--- src/rtl/irq_prio_ctrl.sv ---
// -----------------------------------------------------------------------------
// irq_prio_ctrl
//   Edge-triggered interrupt collector with group priority arbitration and a
//   single outstanding grant handshake.
//
//   Each request bit is edge detected into a pending bit. A pending bit is
//   eligible while its channel enable is set. Masked bits stay pending.
//   The lowest-index group with an eligible bit wins. Inside that group the
//   channel is either the lowest index (RR_MODE=0) or the first eligible
//   channel above the group's last acknowledged channel, wrapping (RR_MODE=1).
//   A grant is held stable until acknowledged.
//
// Ports
//   clk        : single clock, rising edge
//   rst_n      : synchronous active-low reset
//   irq_req    : NGRP*NCH request lines, bit g*NCH+c = group g, channel c
//   chan_en    : per-channel enable, shared by all groups
//   irq_ack    : acknowledge of the outstanding grant (ignored when idle)
//   irq_valid  : grant outstanding
//   irq_grp    : granted group index
//   irq_chan   : granted channel index
//   irq_any    : registered OR of all eligible pending bits
//   irq_ovf    : sticky flag, a new edge hit an already pending bit
// -----------------------------------------------------------------------------
module irq_prio_ctrl #(
    parameter int NCH     = 9,
    parameter int NGRP    = 3,
    parameter int RR_MODE = 0
) (
    input  logic                                        clk,
    input  logic                                        rst_n,
    input  logic [NGRP*NCH-1:0]                         irq_req,
    input  logic [NCH-1:0]                              chan_en,
    input  logic                                        irq_ack,
    output logic                                        irq_valid,
    output logic [((NGRP > 1) ? $clog2(NGRP) : 1)-1:0]  irq_grp,
    output logic [((NCH > 1) ? $clog2(NCH) : 1)-1:0]    irq_chan,
    output logic                                        irq_any,
    output logic                                        irq_ovf
);

    localparam int NBIT = NGRP * NCH;
    localparam int GW   = (NGRP > 1) ? $clog2(NGRP) : 1;
    localparam int CW   = (NCH > 1) ? $clog2(NCH) : 1;

    typedef enum logic {S_IDLE, S_GRANT} state_t;

    state_t          r_state;
    state_t          w_state_next;

    logic [NBIT-1:0] r_prev;
    logic [NBIT-1:0] r_pend;
    logic [CW-1:0]   r_rr_ptr [NGRP];
    logic            r_valid;
    logic [GW-1:0]   r_grp;
    logic [CW-1:0]   r_chan;
    logic            r_any;
    logic            r_ovf;

    logic [NBIT-1:0]    w_rise;
    logic [NBIT-1:0]    w_elig;
    logic [NBIT-1:0]    w_clr;
    logic [NGRP-1:0]    w_grp_hit;
    logic [NGRP*CW-1:0] w_grp_chan;
    logic               w_win_hit;
    logic [GW-1:0]      w_win_grp;
    logic [CW-1:0]      w_win_chan;
    logic               w_ack_grant;
    logic               w_valid_next;
    logic [GW-1:0]      w_grp_next;
    logic [CW-1:0]      w_chan_next;

    // Channel pick inside one group. Scanning downward leaves 'lo' at the
    // lowest eligible channel and 'hi' at the lowest eligible channel above
    // the pointer; the round-robin search wraps to 'lo' when nothing is above.
    function automatic logic [CW-1:0] f_pick(input logic [NCH-1:0] v,
                                             input logic [CW-1:0]  ptr,
                                             input logic           rr);
        logic [CW-1:0] lo;
        logic [CW-1:0] hi;
        logic          hi_hit;
        lo     = '0;
        hi     = '0;
        hi_hit = 1'b0;
        for (int c = NCH - 1; c >= 0; c--) begin
            if (v[c]) begin
                lo = CW'(c);
                if (CW'(c) > ptr) begin
                    hi     = CW'(c);
                    hi_hit = 1'b1;
                end
            end
        end
        f_pick = (rr && hi_hit) ? hi : lo;
    endfunction

    assign w_rise = irq_req & ~r_prev;
    assign w_elig = r_pend & {NGRP{chan_en}};

    for (genvar gi = 0; gi < NGRP; gi++) begin : g_grp
        assign w_grp_hit[gi]            = |w_elig[gi*NCH +: NCH];
        assign w_grp_chan[gi*CW +: CW]  = f_pick(w_elig[gi*NCH +: NCH], r_rr_ptr[gi], RR_MODE != 0);
    end

    // Lowest-index group with any eligible bit wins.
    always_comb begin
        w_win_hit  = 1'b0;
        w_win_grp  = '0;
        w_win_chan = '0;
        for (int g = NGRP - 1; g >= 0; g--) begin
            if (w_grp_hit[g]) begin
                w_win_hit  = 1'b1;
                w_win_grp  = GW'(g);
                w_win_chan = w_grp_chan[g*CW +: CW];
            end
        end
    end

    always_comb begin
        w_state_next = r_state;
        w_valid_next = r_valid;
        w_grp_next   = r_grp;
        w_chan_next  = r_chan;
        w_ack_grant  = 1'b0;
        case (r_state)
            S_IDLE: begin
                if (w_win_hit) begin
                    w_state_next = S_GRANT;
                    w_valid_next = 1'b1;
                    w_grp_next   = w_win_grp;
                    w_chan_next  = w_win_chan;
                end
            end
            S_GRANT: begin
                if (irq_ack) begin
                    w_ack_grant  = 1'b1;
                    w_valid_next = 1'b0;
                    w_state_next = S_IDLE;
                end
            end
            default: w_state_next = S_IDLE;
        endcase
    end

    // One-hot clear of the granted bit on acknowledge.
    assign w_clr = w_ack_grant ? (NBIT'(1) << (int'(r_grp) * NCH + int'(r_chan))) : '0;

    always_ff @(posedge clk) begin
        if (!rst_n) begin
            r_state <= S_IDLE;
            r_prev  <= '0;
            r_pend  <= '0;
            r_valid <= 1'b0;
            r_grp   <= '0;
            r_chan  <= '0;
            r_any   <= 1'b0;
            r_ovf   <= 1'b0;
            for (int g = 0; g < NGRP; g++) begin
                r_rr_ptr[g] <= '0;
            end
        end else begin
            r_state <= w_state_next;
            r_valid <= w_valid_next;
            r_grp   <= w_grp_next;
            r_chan  <= w_chan_next;
            r_prev  <= irq_req;
            // Set after clear: a new edge on the bit being acknowledged survives.
            r_pend  <= (r_pend & ~w_clr) | w_rise;
            r_any   <= |w_elig;
            if (|(w_rise & r_pend & ~w_clr)) begin
                r_ovf <= 1'b1;
            end
            if (w_ack_grant) begin
                r_rr_ptr[r_grp] <= r_chan;
            end
        end
    end

    assign irq_valid = r_valid;
    assign irq_grp   = r_grp;
    assign irq_chan  = r_chan;
    assign irq_any   = r_any;
    assign irq_ovf   = r_ovf;

endmodule

--- config.mk ---
export PLATFORM = sky130hd
export DESIGN_NAME = irq_prio_ctrl
export DESIGN_NICKNAME = d
export VERILOG_FILES = /design/src/rtl/irq_prio_ctrl.sv
export SDC_FILE = /design/constraint.sdc
export NUM_CORES = 1
export LEC_CHECK = 0
export BUFFER_PORTS_ARGS = -buffer_cell sky130_fd_sc_hd__clkbuf_2
export CAP_MARGIN = 20
export CORE_UTILIZATION = 51
export CTS_CLUSTER_DIAMETER = 120
export DETAILED_ROUTE_END_ITERATION = 8
export HOLD_SLACK_MARGIN = 0.05
export PLACE_DENSITY = 0.76
export SKIP_CTS_REPAIR_TIMING = 1
export SYNTH_ARGS = -nofsm -noshare
export SYNTH_HDL_FRONTEND = slang
export SYNTH_SLANG_ARGS = --single-unit
--- constraint.sdc ---
create_clock -name clk -period 3.12 [get_ports clk]
set_clock_uncertainty 0.15 [all_clocks]
set_input_delay 0.156 -clock clk [delete_from_list [all_inputs] [get_ports clk]]
set_output_delay 0.156 -clock clk [all_outputs]
set_load 0.02 [all_outputs]
After elaboration in Yosys (flattened, before gate mapping)
Index checks and enable logic that the tools add are counted.
{"block": "classes", "add_sub_neg": 1, "n_mul": 1, "div_mod_pow": 0, "n_lt_le_gt_ge": 0, "eq_ne": 2, "n_shift": 1, "n_mux": 45, "bitwise_logic": 9, "n_reduce_logical": 7}
{"operator": "$and 27x27->27", "n": 5}
{"operator": "$mux 4", "n": 30}
{"operator": "$not 27->27", "n": 2}
{"operator": "$reduce_or 27->1", "n": 2}
{"operator": "$mux 27", "n": 1}
{"operator": "$or 27x27->27", "n": 1}
{"operator": "$reduce_or 9->1", "n": 3}
{"operator": "$shl 1x7->27 const A", "n": 1}
{"operator": "$mux 1", "n": 9}
{"operator": "$add 6x4->7", "n": 1}
{"operator": "$mul 2x4->6 const B", "n": 1}
{"operator": "$mux 2", "n": 3}
{"operator": "$ne 2x2->1 const B", "n": 2}
{"operator": "$pmux 1 s2", "n": 2}
{"operator": "$reduce_and 2->1", "n": 2}
{"operator": "$not 1->1", "n": 1}
{"block": "totals", "regBits": 64, "latchBits": 0, "mem_bits_rw": 0, "rom_bits": 0, "input_bits": 39, "output_inout_bits": 9, "elab_cells": 74, "n_memories": 0}

Longest topological paths before layout
{"block": "logic_depth", "word_depth": 13, "depth_mapped": 12, "depth_no_buf": 11}

Least setup slack after synthesis
No wires, ideal clock.
{"block": "synth_timing", "path_type": "register to register", "from": "register r_grp[1] (netlist: irq_grp[1])", "to": "register r_ovf (netlist: irq_ovf)", "setup_time_ns": 0.125, "arrival_time_ns": 3.007, "required_ns": 2.845, "slack_ns": -0.162, "path_stages_with_launch": 12, "path_buffers": 1, "period_less_slack_ns": 3.282, "cell_sequence": "dfxtp_1 > ha_1 > ha_1 > inv_1 > fa_1 > xor2_1 > or3_1 > buf_2 > o2111a_1 > nor4_2 > nand4_1 > o41a_1"}
{"block": "synth_between", "elab_chain_len": 7}
{"element": "start, declared", "line": "55", "text": "logic [GW-1:0] r_grp;"}
{"element": "start signal, assigned", "line": "164", "text": "r_grp <= w_grp_next;"}
{"element": "$mul 2x4->6", "line": "146", "text": "assign w_clr = w_ack_grant ? (NBIT'(1) << (int'(r_grp) * NCH + int'(r_chan))) : '0;"}
{"element": "$add 6x4->7", "line": "146"}
{"element": "$shl 1x7->27", "line": "146"}
{"element": "$mux 27", "line": "146"}
{"element": "$not 27->27", "line": "170", "text": "if (|(w_rise & r_pend & ~w_clr)) begin"}
{"element": "$and 27x27->27", "line": "170"}
{"element": "$reduce_or 27->1", "line": "170"}
{"element": "end signal, assigned", "line": "157", "text": "r_ovf <= 1'b0;"}
{"element": "end signal, assigned", "line": "171", "text": "r_ovf <= 1'b1;"}
{"element": "end, declared", "line": "58", "text": "logic r_ovf;"}
Every way passes these cells.
A chain may end at the register's enable or synchronous reset.

Final worst setup path
Same ends and word-level chain as after synthesis.

==> results.md <==
* Max_slew headroom at 31.0%
* R2R depth at 10
* Biggest area consumer among synthesized cells: dfxtp_1
* ANT nets after route at 0
* Pleak at about 1.8 nW
* Standard-cell rows at 28
* Via count at about 3,100
* Initial DRT Pass Iterations at 5
* Die Y-Extent at 80.6 um
* Largest net degree at the start of global routing at 65
* Max-slew violation count at 0
* Post-Syn Instances at 358
* Critical path's slowest cell: fa_2
* Diodes inserted at 0
* H-tree depth at 3
* Cell Area, Placed at 3640 um2
* Iter 0 DRT Violations at 204
* IO Count at 48
* Peak VDD IR at approximately 0.00046 V
* DRC at 0
* Endpoint class of the critical path: flip-flop
* Final WL at ~9.4 mm
* Fmax at ~320 MHz
* Hold depth at 3
* Synthesized area per cell at 8.79 um2
* Arrival time at the worst endpoint at about 3.2 ns
* Design area at 4340 um2
* Global route total overflow at 0
* Post-DP HPWL at 6.67 mm
* Worst-path maximum fanout at 6
* Filler Cell Count at approximately 450
* Yosys warns at 0
* Number of synthesized flops with an enable pin at 0
* Share of layout cells above drive strength 1 at between 20% and 30%
* Final Core Density at roughly three quarters
* Highest metal used: met4
* Mapped Area at around 3100 um2
* Vias in the first global route at around 2,800
* Clk Latency, worst-skew pair at between 0.3 and 0.4 ns
* CTS tree: yes
* Synthesis-to-finish area growth at 38.1%
* First-pass GRT wire length at around 14 mm
* Setup CP Type: flip-flop to flip-flop
* Clock root buffer: clkbuf_8
* Most frequent cells in the layout: dfxtp_1, clkbuf_2, and2_1, dlygate4sd3_1, a21boi_0
* Setup crit start kind: flip-flop
* Initial antenna violation count at 0
* Top cells by area, synth: dfxtp_1, a21boi_0, and2_1, nand2b_1, a22oi_1
* RSZ-0062 raised after global routing: yes
* Max-Cap Viols at 0
* Synth cell types at 51
* Total power at 0.00220 W
* Hold Crit Class: primary input to flip-flop
* Fin crit period at a little over 3 ns
* Die width at 80.6 um
* Seq. cell area at ~1300 um2
* Req. time, crit path at approximately 3.2 ns
* Clk buf depth at 2
* Synth Flop Type: dfxtp_1
* FFs w/ async S/R, synth at 0%
* Routed wl met2 at 4.56 mm
* Top-area cell type share of the netlist area at ~41%
* Critical path, cell by cell: ha_4 -> ha_4 -> inv_2 -> fa_2 -> nand2b_2 -> o41ai_2 -> buf_4 -> o22a_1 -> o211ai_1 -> o41a_1
* Final Hold Vio Count at 0
* Starting Density at between 50% and 60%
* TritonCTS Sinks at 64
* Final nets at a little over 500
* Final Setup Violations at 0
* Post-Syn Nets at ~400
* Clk pin slew, worst setup/hold paths at approximately 0.07 ns
* Hold_ws at between 0.07 and 0.08 ns
* Met3 wire len at 558 um
* Total CTS buffers at 9
* Seq cells post-synth at 64
* Outcome: complete, no violations
* Area taken by multi-input logic gates at slightly below 2000 um2
* Drt wl/cell at about 17 um
* # port buffers at 47
* Routed vias/inst at approximately 5.8
* Most frequent CP cell: ha_4
* Commonest non-fill, non-tap cell in the layout: dfxtp_1
* CP max stage delay at between 0.6 and 0.7 ns
* GRT Total Usage at 29.0%
* Period utilization at slightly below 100%
* Die area at 6490 um2
* Slew @ Worst Pin at 1.04 ns
* Sequential-to-total area share from yosys stat at about 41%
* Routability congestion estimate at about 0.94
* Power Density at 506 nW/um2
* Met1 wire length at roughly 4 mm
* Core box area at a little under 6000 um2
==> final cells by class <==
class	instances	area share, %
repair buffers	103	16.8
well taps	75	2.16
clock buffers	10	3.17
multi-input cells	267	45.1
flip-flops and latches	64	29.7
clock inverters	5	1.84
inverters	15	1.30
==> registers in the layout (all words and copies together) (netlist names) <==
signal	count
r_pend	27
r_prev	27
irq_chan	4
irq_grp	2
irq_any	1
irq_ovf	1
irq_valid	1
r_state	1
==> layer usage <==
layer | up-vias | global-route usage, %
met4 | 0 | 15.2
met2 | 129 | 47.8
met1 | 1446 | 35.5
met3 | 27 | 5.34
li1 | 1513 | -
met5 | - | 0
==> cells by family after synthesis <==
kind of cell | Yosys count | synth area share, %
flops | 64 | 40.7
buf+inv | 27 | 3.30
fa+ha+maj | 8 | 3.42
mux | 1 | 0.318
simple gates | 132 | 23.5
xor+xnor | 2 | 0.557
compound gates | 124 | 28.2
==> report_power, final <==
part | total (W) | internal [W] | switching (W)
clock network | 0.000802 | 0.000468 | 0.000335
logic | 0.000467 | 0.000219 | 0.000248
registers | 0.000927 | 0.000874 | 0.0000532
total | 0.00220 | 0.00156 | 0.000635
==> cells in the mapped netlist (2+ instances only) <==
library cell / n
ha_1: 7
a21boi_0: 28
clkbuf_1: 10
nor2b_1: 10
or3_1: 4
nand4b_1: 2
a21oi_1: 15
and2_1: 30
o22ai_1: 2
a32o_1: 3
nor2_1: 13
o2111a_1: 2
inv_1: 15
o211ai_1: 4
dfxtp_1: 64
o2111ai_1: 3
o22a_1: 3
o41a_1: 2
nor3_1: 4
o21a_1: 2
nand2_1: 25
buf_2: 2
a22oi_1: 16
a211oi_1: 3
or2_2: 3
nand3_1: 2
nand4_1: 4
o41ai_1: 7
xor2_1: 2
and3_1: 2
a32oi_1: 3
nand3b_1: 4
nand2b_1: 24
o21ai_0: 21
==> worst paths after layout <==
path / startpoint / to / slack (ns)
worst max-delay path: irq_grp[1] / irq_ovf / 0.03
worst min-delay path: chan_en[0] / irq_chan[0] / 0.08
worst max register to register: irq_grp[1] / irq_ovf / 0.03
worst min register to register: irq_valid / irq_valid / 0.32
==> critical path, delay by kind of cell, from the launching register on <==
family,cells,cell delay [ns]
buf+inv,2,0.21
compound gates,4,1.06
flops,1,0.35
simple gates,1,0.14
fa+ha+maj,3,1.05
==> metrics by stage <==
stage / setup slack [ns] / instances / TNS, ns
2_1_floorplan: 0.0240 / 358 / 0
3_3_place_gp: -0.0762 / 493 / -0.0762
3_5_place_dp: -0.0873 / 493 / -0.0873
4_1_cts: -0.130 / 508 / -0.130
5_1_grt: -0.0344 / 539 / -0.0344
6_report: 0.0272 / 539 / 0
No activity file was read; power rests on OpenSTA's default activity.
